`config.mk`:
```
export PLATFORM = sky130hd
export DESIGN_NAME = wb_port_arbiter
export DESIGN_NICKNAME = d
export VERILOG_FILES = /design/src/rtl/wb_port_arbiter.sv
export SDC_FILE = /design/constraint.sdc
export NUM_CORES = 1
export LEC_CHECK = 0
export CAP_MARGIN = 20
export CORE_MARGIN = 1.5
export CORE_UTILIZATION = 30
export CTS_BUF_LIST = sky130_fd_sc_hd__clkbuf_16
export CTS_CLUSTER_DIAMETER = 150
export DETAILED_ROUTE_END_ITERATION = 10
export REMOVE_ABC_BUFFERS = 1
export SLEW_MARGIN = 20
export SYNTH_ARGS = -nofsm -noshare
export SYNTH_HDL_FRONTEND = slang
export SYNTH_SLANG_ARGS = --single-unit
```
`constraint.sdc`:
```
create_clock -name clk -period 6.6 [get_ports clk]
set_input_delay 0.99 -clock clk [delete_from_list [all_inputs] [get_ports clk]]
set_output_delay 0.99 -clock clk [all_outputs]
set_load 0.01 [all_outputs]
```
`src/rtl/wb_port_arbiter.sv`:
```
// Regfile write-port arbiter: in-order pipeline writeback vs. queued MDU results with starvation forcing.
// Optional statistics outputs (stat_force, stat_mdu_wait) are enabled by defining WBARB_STATS_EN.
module wb_port_arbiter #(
   parameter int unsigned MDU_Q_DEPTH  = 2,
   parameter int unsigned STARVE_LIMIT = 8
) (
   input  logic        clk,
   input  logic        rst_n,
   input  logic        pipe_valid,
   input  logic        pipe_load,
   input  logic [4:0]  pipe_rd,
   input  logic [31:0] pipe_data,
   output logic        pipe_stall,
   input  logic        mdu_valid,
   input  logic [4:0]  mdu_rd,
   input  logic [31:0] mdu_data,
   output logic        mdu_ready,
   output logic        load_regfile,
   output logic [4:0]  dest,
   output logic [31:0] regfile_in,
   output logic        busy
`ifdef WBARB_STATS_EN
   ,
   output logic [31:0] stat_force,
   output logic [31:0] stat_mdu_wait
`endif
);

   localparam int unsigned PW = $clog2(MDU_Q_DEPTH);
   localparam int unsigned CW = $clog2(MDU_Q_DEPTH + 1);
   localparam int unsigned SW = (STARVE_LIMIT > 1) ? $clog2(STARVE_LIMIT) : 1;

   typedef enum logic [1:0] {S_IDLE, S_PEND, S_FORCE} state_t;

   state_t          r_state;
   logic [SW-1:0]   r_starve;
   logic [PW-1:0]   r_wr_ptr;
   logic [PW-1:0]   r_rd_ptr;
   logic [CW-1:0]   r_count;
   logic            r_started;
   logic [4:0]      r_q_rd   [MDU_Q_DEPTH];
   logic [31:0]     r_q_data [MDU_Q_DEPTH];
   logic            r_load;
   logic [4:0]      r_dest;
   logic [31:0]     r_data;

   logic            w_full;
   logic            w_empty;
   logic            w_preq;
   logic            w_force;
   logic            w_grant_q;
   logic            w_grant_p;
   logic            w_push;
   logic            w_pop;
   logic [CW-1:0]   w_count_nxt;
   logic [4:0]      w_head_rd;
   logic [31:0]     w_head_data;

   always_comb begin
      w_full      = (r_count == CW'(MDU_Q_DEPTH));
      w_empty     = (r_count == '0);
      w_preq      = pipe_valid && pipe_load && (pipe_rd != 5'd0);
      w_force     = (r_state == S_FORCE);
      // FORCE overrides the pipe; otherwise the pipe wins and the queue takes idle slots
      w_grant_q   = !w_empty && (w_force || !w_preq);
      w_grant_p   = !w_force && w_preq;
      w_push      = mdu_valid && mdu_ready;
      w_pop       = w_grant_q;
      w_count_nxt = r_count + CW'(w_push) - CW'(w_pop);
      w_head_rd   = r_q_rd[r_rd_ptr];
      w_head_data = r_q_data[r_rd_ptr];
   end

   assign mdu_ready    = r_started && !w_full;
   assign pipe_stall   = w_force;
   assign load_regfile = r_load;
   assign dest         = r_dest;
   assign regfile_in   = r_data;
   assign busy         = !w_empty || r_load;

   always_ff @(posedge clk or negedge rst_n) begin
      if (!rst_n) begin
         r_state  <= S_IDLE;
         r_starve <= '0;
      end else begin
         case (r_state)
            S_IDLE: begin
               if (w_push) r_state <= S_PEND;
            end
            S_PEND: begin
               if (w_pop) begin
                  r_starve <= '0;
                  if (w_count_nxt == '0) r_state <= S_IDLE;
               end else if (w_grant_p) begin
                  if (r_starve == SW'(STARVE_LIMIT - 1)) r_state <= S_FORCE;
                  else r_starve <= r_starve + SW'(1);
               end
            end
            S_FORCE: begin
               r_starve <= '0;
               r_state  <= (w_count_nxt == '0) ? S_IDLE : S_PEND;
            end
            default: r_state <= S_IDLE;
         endcase
      end
   end

   always_ff @(posedge clk or negedge rst_n) begin
      if (!rst_n) begin
         r_wr_ptr  <= '0;
         r_rd_ptr  <= '0;
         r_count   <= '0;
         r_started <= 1'b0;
      end else begin
         r_started <= 1'b1;
         r_count   <= w_count_nxt;
         if (w_push) r_wr_ptr <= r_wr_ptr + PW'(1);
         if (w_pop)  r_rd_ptr <= r_rd_ptr + PW'(1);
      end
   end

   always_ff @(posedge clk) begin
      if (w_push) begin
         r_q_rd[r_wr_ptr]   <= mdu_rd;
         r_q_data[r_wr_ptr] <= mdu_data;
      end
   end

   always_ff @(posedge clk or negedge rst_n) begin
      if (!rst_n) begin
         r_load <= 1'b0;
         r_dest <= '0;
         r_data <= '0;
      end else if (w_grant_q) begin
         r_load <= (w_head_rd != 5'd0);
         r_dest <= w_head_rd;
         r_data <= w_head_data;
      end else if (w_grant_p) begin
         r_load <= 1'b1;
         r_dest <= pipe_rd;
         r_data <= pipe_data;
      end else begin
         r_load <= 1'b0;
      end
   end

`ifdef WBARB_STATS_EN
   logic [31:0] r_stat_force;
   logic [31:0] r_stat_wait;

   always_ff @(posedge clk or negedge rst_n) begin
      if (!rst_n) begin
         r_stat_force <= '0;
         r_stat_wait  <= '0;
      end else begin
         if (w_force && (r_stat_force != '1)) r_stat_force <= r_stat_force + 32'd1;
         if (!w_empty && !w_grant_q && (r_stat_wait != '1)) r_stat_wait <= r_stat_wait + 32'd1;
      end
   end

   assign stat_force    = r_stat_force;
   assign stat_mdu_wait = r_stat_wait;
`endif

`ifndef SYNTHESIS
   logic w_waw;

   always_comb begin
      w_waw = 1'b0;
      for (int unsigned i = 0; i < MDU_Q_DEPTH; i++) begin
         if ((CW'(i) < r_count) && (r_q_rd[r_rd_ptr + PW'(i)] == pipe_rd)) w_waw = 1'b1;
      end
   end

   a_no_waw: assert property (@(posedge clk) disable iff (!rst_n) w_grant_p |-> !w_waw);
`endif

endmodule

```
==> out/qor.txt, run 1 <==
DRT Wirelength -> 10.43 mm
CTS H-Tree Depth -> 4
Initial Util -> 0.3084
Internal -> 2166 µW
Non-filler cells, final -> 729
Synth Instances -> 377
Clock-pin slew on the worst setup and hold paths -> 0.05 ns
Overall Global Routing Usage -> 0.1316
Cell with the most instances after synthesis -> edfxtp_1
Final setup fails -> 0
Netlist Area Pre-Place -> 0.004916 mm²
Yosys cell types -> 31
Switch share -> 0.2950
# rows -> 46
Max Cap Viol -> 0
Hold path start -> r_starve[2]
Share of post-route cells with drive strength above 1 -> 0.09357
Vias in the first global route -> 3370
Synthesized area per cell -> 13.04 µm²
Clock buffer depth -> 2
Area Overhead vs Synth -> 42.48%
Clk pwr share -> 0.323
Main synth FF type -> edfxtp_1
Skew final -> 0.007984 ns
Net Switching -> 906.5 µW
FF/Latch Area -> 0.003425 mm²
Num CTS Buffers -> 17
Initial DRC count -> 128
Startpoint Class -> input port
Diode count -> 0
Hold EP -> r_starve[2]
Core ar. -> 0.01594 mm²
TritonRoute pass-1 iters -> 4
TritonCTS clock tree -> done
Run status -> complete, no violations
Crit path kind -> in2reg
IO buf count -> 119
Average wire per standard cell -> 14.31 µm
Combinational share of power -> 0.312
Post-synth EDFFs -> 74
# IOs -> 120
Gpl congestion -> 0.7260
Setup TNS -> 0 ns
Pwr Density -> 438.7 mW/mm²
WP data arrival -> 4.12 ns
RSZ-0062 raised after global routing -> false
CP Max Fanout -> 5
Die X -> 131.0 µm
Post-synth top cells -> 74 x edfxtp_1, 48 x dfrtp_1, 40 x nand2_1, 40 x o21ai_0
Worst-Skew Late Latency -> 0.41 ns
Sequential share of power -> 0.364
Max IR drop VDD -> 0.2402 mV
Fmax -> 261.9 MHz
Root Driver -> clkbuf_16
Synth top area share -> 0.4520
Reg2Reg Setup Slack -> 3.24 ns
Synth area leaders -> edfxtp_1 45%, dfrtp_1 24%, mux2i_1 7.7%
Detailed placer's ending HPWL -> 6.733 mm
Worst Path Required -> 6.90 ns
Worst-margin pin slew -> 0.9685 ns
Die H -> 131.0 µm
Critical path endpoint category -> flop
Min Tclk post-route -> 3.818 ns
Final Hold Vio Count -> 0
Filler instances -> 1481
Crit share post-route -> 0.5785
Synth area leader -> edfxtp_1
Antenna Nets Post-Route -> 0
RR Startpoint -> r_state[0]
Reg2reg end -> r_state[0]
Grt total ovfl -> 0
Leakage power -> 0.002715 µW
CTS Hold Bufs -> 0
R2R cell count -> 13
Via density -> 4.545
# resized after CTS -> 0
Largest net degree at the start of global routing -> 74
Relative slew slack -> 0.3543
Die ar. -> 0.01716 mm²
Async S/R FF share, synth -> 0.3934
Sequential fraction of the synthesis area -> 0.6964
CTS Sinks -> 122
First-pass GRT wire length -> 16.68 mm
Post-CTS setup buffers -> 0
Final slew viol count -> 0
Initial antenna violation count -> 0
Register bit total from synthesis -> 122
Placed Instances -> 697
Final nets -> 587
DR DRC count -> 0
Area of the multi-input gates -> 0.001410 mm²
Vias -> 3313
Hold Path Stages -> 1
Worst min-delay path category -> reg2reg
Yosys Warn Count -> 0
[registers in the layout (all words and copies together), names as in the netlist]
register	count
r_count	2
r_rd_ptr	1
load_regfile	1
r_wr_ptr	1
r_started	1
r_state	2
r_starve	3
regfile_in	32
dest	5
r_q_rd	10
r_q_data	64
[cell type report]
cell class	instances	area share
flip-flops and latches	122	0.4889
multi-input cells	229	0.2013
repair buffers	124	0.1776
clock buffers	17	0.06074
well taps	216	0.03859
clock inverters	15	0.02965
inverters	6	0.003215
[power groups by stage]
stage | logic [µW] | registers, µW | clock network (µW)
after global routing | 1070 | 1140 | 1040
after global placement | 947 | 1130 | 0
final | 960 | 1120 | 993
after detailed placement | 977 | 1130 | 0
after floorplan | 445 | 1210 | 0
after CTS | 980 | 1120 | 1010
[worst max-delay path by stage]
stage | from | to | slack (ns) | cells past startpoint
after floorplan | r_count[1] | r_state[0] | 1.53 | 10
after global placement | pipe_rd[0] | r_state[0] | 2.46 | 12
after detailed placement | pipe_rd[0] | r_state[0] | 2.36 | 12
after CTS | pipe_rd[0] | r_state[0] | 2.81 | 12
after global routing | pipe_rd[0] | r_state[0] | 2.65 | 12
final | pipe_rd[0] | r_state[0] | 2.78 | 12
[through the flow]
stage	instance area (µm²)	utilization	worst slack (ns)	total power (µW)	hold WS (ns)
floorplan	4838	-	1.533	1658	0.4608
global placement	6344	0.3979	2.458	2074	0.4948
detailed placement	6371	0.3996	2.362	2111	0.5035
CTS	7004	0.4393	2.807	3113	0.5181
global route	7004	0.4393	2.650	3257	0.5399
finish	7004	0.4393	2.782	3073	0.5191
[layer usage]
| layer | vias to the layer above | global-route usage | wire length (µm) |
|---|---|---|---|
| met2 | 118 | 0.2159 | 4998 |
| met1 | 1581 | 0.1542 | 4525 |
| met4 | 0 | 0.06787 | 240 |
| li1 | 1594 | - | - |
| met3 | 20 | 0.04357 | 666 |
| met5 | - | 0 | 0 |
[cells by family (layout without fill, tap and decap cells)]
kind of cell,count (synthesis),in the layout,share of synthesized area
AO/OA/AOI/OAI,82,82,0.08755
XOR/XNOR,4,4,0.007128
adder cells (fa/ha/maj),8,8,0.02036
buffers and inverters,26,162,0.02036
flip-flops,122,122,0.6964
multiplexers,44,44,0.09188
other,1,1,0.0007628
AND/OR/NAND/NOR,90,90,0.07559
[cell usage in the layout, fill, tap and decap left out, types with 2 or more instances in the layout]
master           Yosys  routed
ha_1                 8       8
edfxtp_1            74      74
nor2_4               0       2
clkdlybuf4s50_1      0     118
clkbuf_16            0      17
o21ai_0             40      40
mux2i_1             38      38
nor2_1              38      36
inv_1                6       8
or3_1                3       3
clkinv_4             0       2
clkinv_2             0       5
a21oi_1             36      36
mux2_2               5       5
nor3b_1              2       2
buf_4                0       4
dfrtp_1             48      47
bufinv_16            0       5
nand2_1             40      40
a21boi_0             2       2
xnor2_1              3       3
[critical path, stage by stage]
cell	delay [ns]
clkdlybuf4s50_1	0.41
or3_1	0.37
o31a_2	0.30
nor2_1	0.30
ha_1	0.30
inv_1	0.05
ha_1	0.15
xnor2_1	0.19
mux2i_1	0.12
or3_1	0.32
a32o_1	0.31
mux2_4	0.30
Note: power is estimated with default switching activity, not from simulation.
==> run 2, diff against run 1 <==
==> constraint.sdc (replaced) <==
create_clock -name clk -period 3.6 [get_ports clk]
set_input_delay 0.54 -clock clk [delete_from_list [all_inputs] [get_ports clk]]
set_output_delay 0.54 -clock clk [all_outputs]
set_load 0.01 [all_outputs]
==> run 2 against run 1 <==
  * Clock skew decreased by 0.0014 ns
  * Sequential cell count did not move
  * Count of clock-buffer cells in the layout unchanged
  * Final cell count rose by 0.14%
  * Utilization fell by 0.42 points
  * Largest cell class unchanged
==> out/qor.txt, run 2 (synthesis results as in run 1) <==
Routed wl met2 -> 5.235 mm (+4.7%)
CP bufs+invs -> 2 (unchanged)
Final setup fails -> 0 (unchanged)
Pre-CTS setup slack -> 0.05093 ns (-2.311 ns)
Vias -> 3273 (-1.2%)
Wire length on met1 -> 4.673 mm (+3.3%)
Core ar. -> 0.01594 mm² (unchanged)
Initial DRC count -> 106 (-17%)
Startpoint Class -> flop
Max Cap Viol -> 0 (unchanged)
Worst-margin pin slew -> 0.9646 ns (-0.003909 ns)
Slowest CP cell -> dfrtp_1
CP Max Fanout -> 6 (+1)
IO buf count -> 119 (unchanged)
Crit path kind -> reg2reg
Largest net degree at the start of global routing -> 74 (unchanged)
Commonest non-fill, non-tap cell in the layout -> clkdlybuf4s50_1
WP data arrival -> 3.55 ns (-0.57 ns)
Crit share post-route -> 0.9066
Relative slew slack -> 0.3569 (+0.002606)
Met3 wire length -> 585 µm (-12%)
Number of flip-flops in the largest register -> 64 (unchanged)
Final Util -> 0.4352 (-0.004159)
Largest stage delay, worst path -> 0.40 ns (about the same)
CTS H-Tree Depth -> 4 (unchanged)
CTS Hold Bufs -> 0 (unchanged)
Run status -> complete, no violations
RSZ-0062 raised after global routing -> false
# resized after CTS -> 0 (unchanged)
Critical path endpoint category -> flop
Root Driver -> clkbuf_16
First-pass GRT wire length -> 16.38 mm (-1.8%)
Antenna Nets Post-Route -> 0 (unchanged)
TritonCTS clock tree -> done
RR Startpoint -> r_state[0]
Post-CTS setup buffers -> 0 (unchanged)
Gpl congestion -> 0.7002 (-3.6%)
Delay-heaviest family, CP -> adder cells
Initial Util -> 0.3084 (unchanged)
Final nets -> 588 (+0.17%)
Skew final -> 0.006583 ns (-0.001401 ns)
Num CTS Buffers -> 17 (unchanged)
# IOs -> 120 (unchanged)
Worst setup margin -> 0.3363 ns (-2.446 ns)
DR top layer -> met4
Most frequent cells in the layout -> 118 x clkdlybuf4s50_1, 74 x edfxtp_1, 47 x dfrtp_1, 40 x nand2_1, 40 x o21ai_0
Pwr Density -> 784.7 mW/mm² (+79%)
Die ar. -> 0.01716 mm² (unchanged)
Reg with most FFs -> r_q_data
Leakage power -> 0.002675 µW (-1.5%)
Final Hold Vio Count -> 0 (unchanged)
TritonRoute pass-1 iters -> 4 (unchanged)
Initial antenna violation count -> 0 (unchanged)
Max IR drop VDD -> 0.4490 mV (+87%)
Final slew viol count -> 0 (unchanged)
Share of post-route cells with drive strength above 1 -> 0.09728 (+0.003709)
Die H -> 131.0 µm (unchanged)
Average wire per standard cell -> 14.49 µm (+1.3%)
Worst min-delay path category -> in2async
Filler instances -> 1458 (-1.6%)
Worst Path Required -> 3.89 ns (-3.01 ns)
Clock-pin slew on the worst setup and hold paths -> 0.05 ns (about the same)
Grt total ovfl -> 0 (unchanged)
DR DRC count -> 0 (unchanged)
Clock buffer depth -> 2 (unchanged)
Diode count -> 0 (unchanged)
Via density -> 4.484 (-1.3%)
# rows -> 46 (unchanged)
Area Overhead vs Synth -> 41.13%
Cells along the critical path -> inv_1 -> ha_1 -> and3b_1 -> o31a_2 -> nor2_1 -> ha_1 -> inv_1 -> ha_1 -> xnor2_1 -> mux2i_1 -> or3_1 -> a32o_1 -> mux2_4
CP most frequent cell -> ha_1
Fmax -> 306.4 MHz
CTS Sinks -> 122 (unchanged)
Min Tclk post-route -> 3.264 ns
Setup TNS -> 0 ns (unchanged)
Overall Global Routing Usage -> 0.1301 (-0.001556)
Vias in the first global route -> 3324 (-1.4%)
Worst-Skew Late Latency -> 0.41 ns (about the same)
Critical path origin -> r_state[0]
Die X -> 131.0 µm (unchanged)
DRT Wirelength -> 10.58 mm (+1.4%)
Detailed placer's ending HPWL -> 6.812 mm (+1.2%)
==> run 2: changes by cell type in the layout (fill, tap and decap cells not counted), sizes merged <==
cell,before,now
buf,6,7
clkinv,7,8
bufinv,5,2
clkinvlp,1,3
==> run 2: worst reg2reg max path, stage by stage, from the launching register on <==
cell and delay (ns):
dfrtp_1 0.40, inv_1 0.09, ha_1 0.29, and3b_1 0.36, o31a_2 0.20, nor2_1 0.06, ha_1 0.28, inv_1 0.04
ha_1 0.18, xnor2_1 0.24, mux2i_1 0.11, or3_1 0.32, a32o_1 0.29, mux2_4 0.30
==> run 2: final timing paths <==
kind	to	slack [ns]	depth (start not counted)
max in group asynchronous	r_rd_ptr	2.61	2
setup reg to reg	r_state[0]	0.34	13
hold reg to reg	r_starve[1]	0.53	1
min in group clk	r_starve[1]	0.53	1
hold / removal	regfile_in[3]	0.13	1
setup / recovery	r_state[0]	0.34	13
==> run 2: power breakdown <==
group	internal, µW	total, µW	switching [µW]
sequential	1860	2130	266
combinational	890	1680	790
clock	1020	1640	618
==> run 2: per-stage QoR <==
step                      area (µm²)  hold slack (ns)  power, µW  cells
final                           6938           0.1327       5444    730
after global placement          6359           0.4943       3815    698
after global routing            6938           0.1527       5796    730
after floorplan                 4838           0.2444       3039    357
after detailed placement        6359           0.5201       3877    698
after CTS                       6938           0.1199       5536    730
==> run 2: area by class of cell <==
type	instances	area [µm²]	share of cell area
tap	216	270.3	0.03895
inverter	6	22.52	0.003246
timing repair buffer	125	1231	0.1775
clock buffer	17	425.4	0.06132
clock inverter	15	153.9	0.02218
multi-input combinational	229	1410	0.2032
sequential	122	3425	0.4936
==> run 2: metal layers <==
layer,GRT usage,vias to the layer above
met5,0,-
met4,0.04719,0
met3,0.04764,8
met2,0.2159,82
met1,0.1553,1583
li1,-,1600
==> run 3, diff against run 2 <==
--- a/config.mk
+++ b/config.mk
@@ -6,11 +6,14 @@
 export NUM_CORES = 1
 export LEC_CHECK = 0
 export CAP_MARGIN = 20
+export CELL_PAD_IN_SITES_DETAIL_PLACEMENT = 0
+export CELL_PAD_IN_SITES_GLOBAL_PLACEMENT = 1
 export CORE_MARGIN = 1.5
 export CORE_UTILIZATION = 30
 export CTS_BUF_LIST = sky130_fd_sc_hd__clkbuf_16
 export CTS_CLUSTER_DIAMETER = 150
 export DETAILED_ROUTE_END_ITERATION = 10
+export PLACE_DENSITY_LB_ADDON = 0.1
 export REMOVE_ABC_BUFFERS = 1
 export SLEW_MARGIN = 20
 export SYNTH_ARGS = -nofsm -noshare
==> run 3 against run 2 <==
  * Die area unchanged
  * Maximum frequency increased by 0.63%
  * First-iteration DRC count increased by 53%
  * Hold slack got worse by 0.044 ns
  * Cell area increased by 1.1%
  * Critical endpoint unchanged
  * Non-clock buffer count unchanged
  * Clock skew increased by 0.00084 ns
  * Sequential share of layout area decreased by 0.53 points
  * Sequential cell count unchanged
==> out/qor.txt, run 3 (synthesis results as in run 1) <==
Clock-pin slew on the worst setup and hold paths -> 0.05 ns (about the same)
Num CTS Buffers -> 17 (unchanged)
Pwr Density -> 810.5 mW/mm² (+3.3%)
Crit share post-route -> 0.9009 (-0.005657)
Min Tclk post-route -> 3.243 ns (-0.02036 ns)
Diode count -> 0 (unchanged)
RSZ-0062 raised after global routing -> false
Initial Util -> 0.3084 (unchanged)
Initial DRC count -> 162 (+53%)
Switch share -> 0.2898 (-0.01768)
Final Util -> 0.4399 (+0.004709)
DRT Wirelength -> 10.79 mm (+2.1%)
Filler instances -> 1481 (+1.6%)
Gpl congestion -> 0.6686 (-4.5%)
Worst-margin pin slew -> 0.9509 ns (-0.01373 ns)
Antenna Nets Post-Route -> 0 (unchanged)
Combinational share of power -> 0.297 (-0.011)
Worst-Skew Late Latency -> 0.41 ns (about the same)
Final slew viol count -> 0 (unchanged)
CTS Hold Bufs -> 0 (unchanged)
Final nets -> 588 (unchanged)
Initial antenna violation count -> 0 (unchanged)
Max Cap Viol -> 0 (unchanged)
Worst min-delay path category -> in2async
Relative slew slack -> 0.3661 (+0.009153)
Max IR drop VDD -> 0.3515 mV (-22%)
Largest net degree at the start of global routing -> 74 (unchanged)
Skew final -> 0.007426 ns (+0.0008435 ns)
WP data arrival -> 3.54 ns (about the same)
# rows -> 46 (unchanged)
FF/Latch Area -> 0.003425 mm² (unchanged)
Commonest non-fill, non-tap cell in the layout -> clkdlybuf4s50_1
Crit path kind -> reg2reg
Leakage power -> 0.002718 µW (+1.6%)
Root Driver -> clkbuf_16
Area Overhead vs Synth -> 42.66%
Clock buffer depth -> 2 (unchanged)
Startpoint Class -> flop
Sequential share of power -> 0.373 (-0.018)
Grt total ovfl -> 0 (unchanged)
Pre-CTS setup slack -> 0.04712 ns (-0.003810 ns)
Clk pwr share -> 0.331 (+0.031)
Internal -> 4037 µW (+7.1%)
# resized after CTS -> 0 (unchanged)
Fmax -> 308.3 MHz (+0.63%)
Vias -> 3246 (-0.82%)
Area of the multi-input gates -> 0.001410 mm² (unchanged)
Net Switching -> 1647 µW (-1.6%)
CTS H-Tree Depth -> 4 (unchanged)
Overall Global Routing Usage -> 0.1364 (+0.006355)
DR DRC count -> 0 (unchanged)
Post-CTS setup buffers -> 0 (unchanged)
TritonRoute pass-1 iters -> 4 (unchanged)
Via density -> 4.447 (-0.82%)
Average wire per standard cell -> 14.79 µm (+2.1%)
Critical path endpoint category -> flop
Worst Path Required -> 3.89 ns (about the same)
IO buf count -> 119 (unchanged)
Die H -> 131.0 µm (unchanged)
Critical path origin -> r_state[0]
RR Startpoint -> r_state[0]
Share of post-route cells with drive strength above 1 -> 0.09339 (-0.003891)
TritonCTS clock tree -> done
Core ar. -> 0.01594 mm² (unchanged)
CTS Sinks -> 122 (unchanged)
Vias in the first global route -> 3364 (+1.2%)
Die X -> 131.0 µm (unchanged)
Die ar. -> 0.01716 mm² (unchanged)
First-pass GRT wire length -> 17.02 mm (+3.9%)
Run status -> complete, no violations
CP Max Fanout -> 6 (unchanged)
Detailed placer's ending HPWL -> 6.974 mm (+2.4%)
Most frequent cells in the layout -> 118 x clkdlybuf4s50_1, 74 x edfxtp_1, 47 x dfrtp_1, 40 x nand2_1, 40 x o21ai_0
Worst setup margin -> 0.3567 ns (+0.02036 ns)
Final Hold Vio Count -> 0 (unchanged)
Reg with most FFs -> r_q_data
Number of flip-flops in the largest register -> 64 (unchanged)
# IOs -> 120 (unchanged)
Final setup fails -> 0 (unchanged)
run 3: worst max-delay path, stage by stage (launching register included):
cell     delay [ns]
dfrtp_1        0.41
inv_1          0.08
ha_1           0.28
and3b_1        0.35
o31a_2         0.20
nor2_1         0.05
ha_1           0.27
inv_1          0.04
ha_1           0.17
xnor2_1        0.25
mux2i_1        0.12
or3_1          0.32
a32o_1         0.30
mux2_4         0.30
run 3: area by class of cell:
class,count,area share
clock inverter,15,0.03265
tap,216,0.03854
timing repair buffer,125,0.1756
multi-input combinational,229,0.2011
sequential,122,0.4883
clock buffer,17,0.06066
inverter,6,0.003211
run 3: path summary, 6_finish.rpt:
path                                       to  slack [ns]  cells past startpoint
worst max register to register     r_state[0]        0.36                     13
max in group asynchronous       regfile_in[2]        2.66                      2
worst min-delay path            regfile_in[8]        0.09                      1
min in group clk                  r_starve[2]        0.52                      1
worst min register to register    r_starve[2]        0.52                      1
worst max-delay path               r_state[0]        0.36                     13
run 3: power groups by stage:
stage	sequential [µW]	clock, µW	combinational [µW]
final	2120	1880	1690
after global routing	2170	1990	1890
after CTS	2130	1930	1730
after detailed placement	2150	0	1730
after global placement	2140	0	1710
after floorplan	2220	0	816
run 3: stage by stage:
step	instances	power [µW]	hold slack (ns)	cell area [µm²]	TNS, ns
floorplan	357	3039	0.2444	4838	-3.999
global placement	698	3847	0.5016	6359	0
detailed placement	698	3878	0.5093	6359	0
CTS	730	5788	0.1185	7013	0
global route	730	6051	0.1046	7013	0
finish	730	5684	0.08843	7013	0
run 3: routing by layer:
| metal | vias up | part of all wire | routed length (µm) | track usage |
|---|---|---|---|---|
| met3 | 15 | 0.054 | 586 | 0.05171 |
| li1 | 1599 | - | - | - |
| met5 | - | 0 | 0 | 0 |
| met2 | 80 | 0.49 | 5277 | 0.2267 |
| met1 | 1552 | 0.44 | 4770 | 0.1628 |
| met4 | 0 | 0.015 | 160 | 0.04654 |
==> RTL edit: new RTL, flow settings as in run 2 <==
Change the parameter `STARVE_LIMIT` from 8 to 4.
--- a/src/rtl/wb_port_arbiter.sv
+++ b/src/rtl/wb_port_arbiter.sv
@@ -2,7 +2,7 @@
 // Optional statistics outputs (stat_force, stat_mdu_wait) are enabled by defining WBARB_STATS_EN.
 module wb_port_arbiter #(
    parameter int unsigned MDU_Q_DEPTH  = 2,
-   parameter int unsigned STARVE_LIMIT = 8
+   parameter int unsigned STARVE_LIMIT = 4
 ) (
    input  logic        clk,
    input  logic        rst_n,
Behaviour: not the same (Yosys sat finds a counterexample within 10 cycles, from zero or initial values and one cycle with rst_n low).
==> RTL edit against run 2 <==
  * Routed wire length decreased by 2.9%
  * Sequential cell count decreased by 1
  * Final area decreased by 0.43%
  * Highest routed layer unchanged
  * Worst setup slack improved by 0.0098 ns
  * Total power increased by 0.85%
  * Area after synthesis decreased by 1.0%
  * Largest cell class unchanged
==> RTL edit: results (changes against run 2) <==
STA
  • Slew at the pin with the worst max-slew slack: 0.967 ns (+0.00274 ns)
  • Post-route clock skew: 0.00697 ns (+0.000383 ns)
  • Final Hold Slack: 0.119 ns (-0.0136 ns)
  • Final worst-path setup slack: 0.346 ns (+0.00982 ns)

Pwr
  • Combinational power: 1.67 mW
  • LEAKAGE: 2.64 nW (-1.5%)
  • Sw power: 1.66 mW (-0.57%)
  • Worst vdd ir: 0.000391 V (-13%)
  • Sequential share of power: 38.6% (-0.5 points)
  • Top Consumer: registers
  • Sw frac: 30.3% (-0.44 points)

Placement
  • Placer Congestion: 0.703 (+0.41%)
  • Port bufs: 119 (unchanged)
  • Placement Setup Slack: 0.00611 ns (-0.0448 ns)
  • Placed Area: 6310 um^2 (-0.83%)
  • Dpl cells: 695 (-0.43%)
  • DP HPWL: 6.66 mm (-2.2%)

Synthesis
  • Unique masters post-synth: 34 (+9.7%)
  • Part of the Yosys area used for sequential elements: 69.8% (+0.20 points)
  • Top cells by area, synth: edfxtp_1 (46%), dfrtp_1 (24%), mux2i_1 (7.8%)
  • Most used DFF post-synth: edfxtp_1
  • Post-synth EDFFs: 74 (unchanged)
  • Synth cell count leaders: edfxtp_1 (74), dfrtp_1 (47), nand2_1 (40), o21ai_0 (40)
  • FFs w/ async S/R, synth: 38.8% (-0.50 points)
  • Yosys Warn Count: 0 (unchanged)
  • Mean Syn Cell Area: 13.0 um^2 (-0.22%)

Setup path
  • R2R cell count: 13 (unchanged)
  • Worst stage delay on the critical path: 0.38 ns (-0.02 ns)
  • Crit path max-delay family: adder cells
  • Max FO, Critical Path: 6 (unchanged)
  • CP Launch Point: r_state[0]$_DFFE_PN0P_
  • CP max stage cell: dfrtp_1
  • Crit path arrival time: 3.54 ns (about the same)

Global route
  • Largest net degree at the start of global routing: 74 (unchanged)
  • First-pass GRT wire length: 16.3 mm (-0.21%)
  • Vias in the first global route: 3297 (-0.81%)
  • Initial antenna violation count: 0 (unchanged)
  • Tot GR Track Use: 12.9% (-0.065 points)

Routing
  • Initial DRT Pass Iterations: 4 (unchanged)
  • Final wirelength: 10.3 mm (-2.9%)
  • Via Count: 3197 (-2.3%)
  • DR iter-0 viols: 111 (+4.7%)

Finish
  • Fillers: 1513 (+3.8%)
  • Max reg flops: 64 (unchanged)
  • Ant diodes: 0 (unchanged)
  • Share of layout cells above drive strength 1: 9.59% (-0.14 points)
  • Layout Cells excl Fill: 727 (-0.41%)
  • Nets: 584 (-0.68%)
  • Top reg by flops: r_q_data

Clocking
  • Total clock buffers created by CTS: 17 (unchanged)
  • Htree depth: 4 (unchanged)
  • Setup Fix Bufs, Post-CTS: 0 (unchanged)
  • Worst-path clk slew: 0.06 ns
  • Bufs on Longest Clock Path: 2 (unchanged)
  • Worst skew pair latency: 0.41 ns (about the same)
  • Clock root buffer: clkbuf_16

Outcome
  • Outcome: finished clean

Worst hold path
  • Hold Path Class: primary input to async pin
==> RTL edit: kinds of logic (layout without fill, tap and decap cells) <==
kind of cell / count (synthesis) / count (layout) / share of synthesized area [%]
compound gates: 82 / 82 / 8.77
xor+xnor: 4 / 4 / 0.720
fa+ha+maj: 7 / 7 / 1.80
buf+inv: 26 / 163 / 2.19
flops: 121 / 121 / 69.8
mux: 43 / 43 / 8.97
other cells: 1 / 1 / 0.0771
simple gates: 90 / 90 / 7.64
==> RTL edit: final cells by class <==
class                           instances  area, um^2  area share [%]
Multi-Input combinational cell        227        1380            20.0
Clock inverter                         15         176            2.55
Timing Repair Buffer                  126        1240            17.9
Clock buffer                           17         425            6.16
Sequential cell                       121        3400            49.2
Tap cell                              216         270            3.91
Inverter                                5        18.8           0.272
==> RTL edit: metal layers <==
metal  global-route usage [%]  wire [um]  vias to the layer above
li1                         -          -                     1591
met1                     14.8       4520                     1513
met2                     21.7       5000                       82
met3                     5.45        617                       11
met4                     4.65        132                        0
met5                        0          0                        -
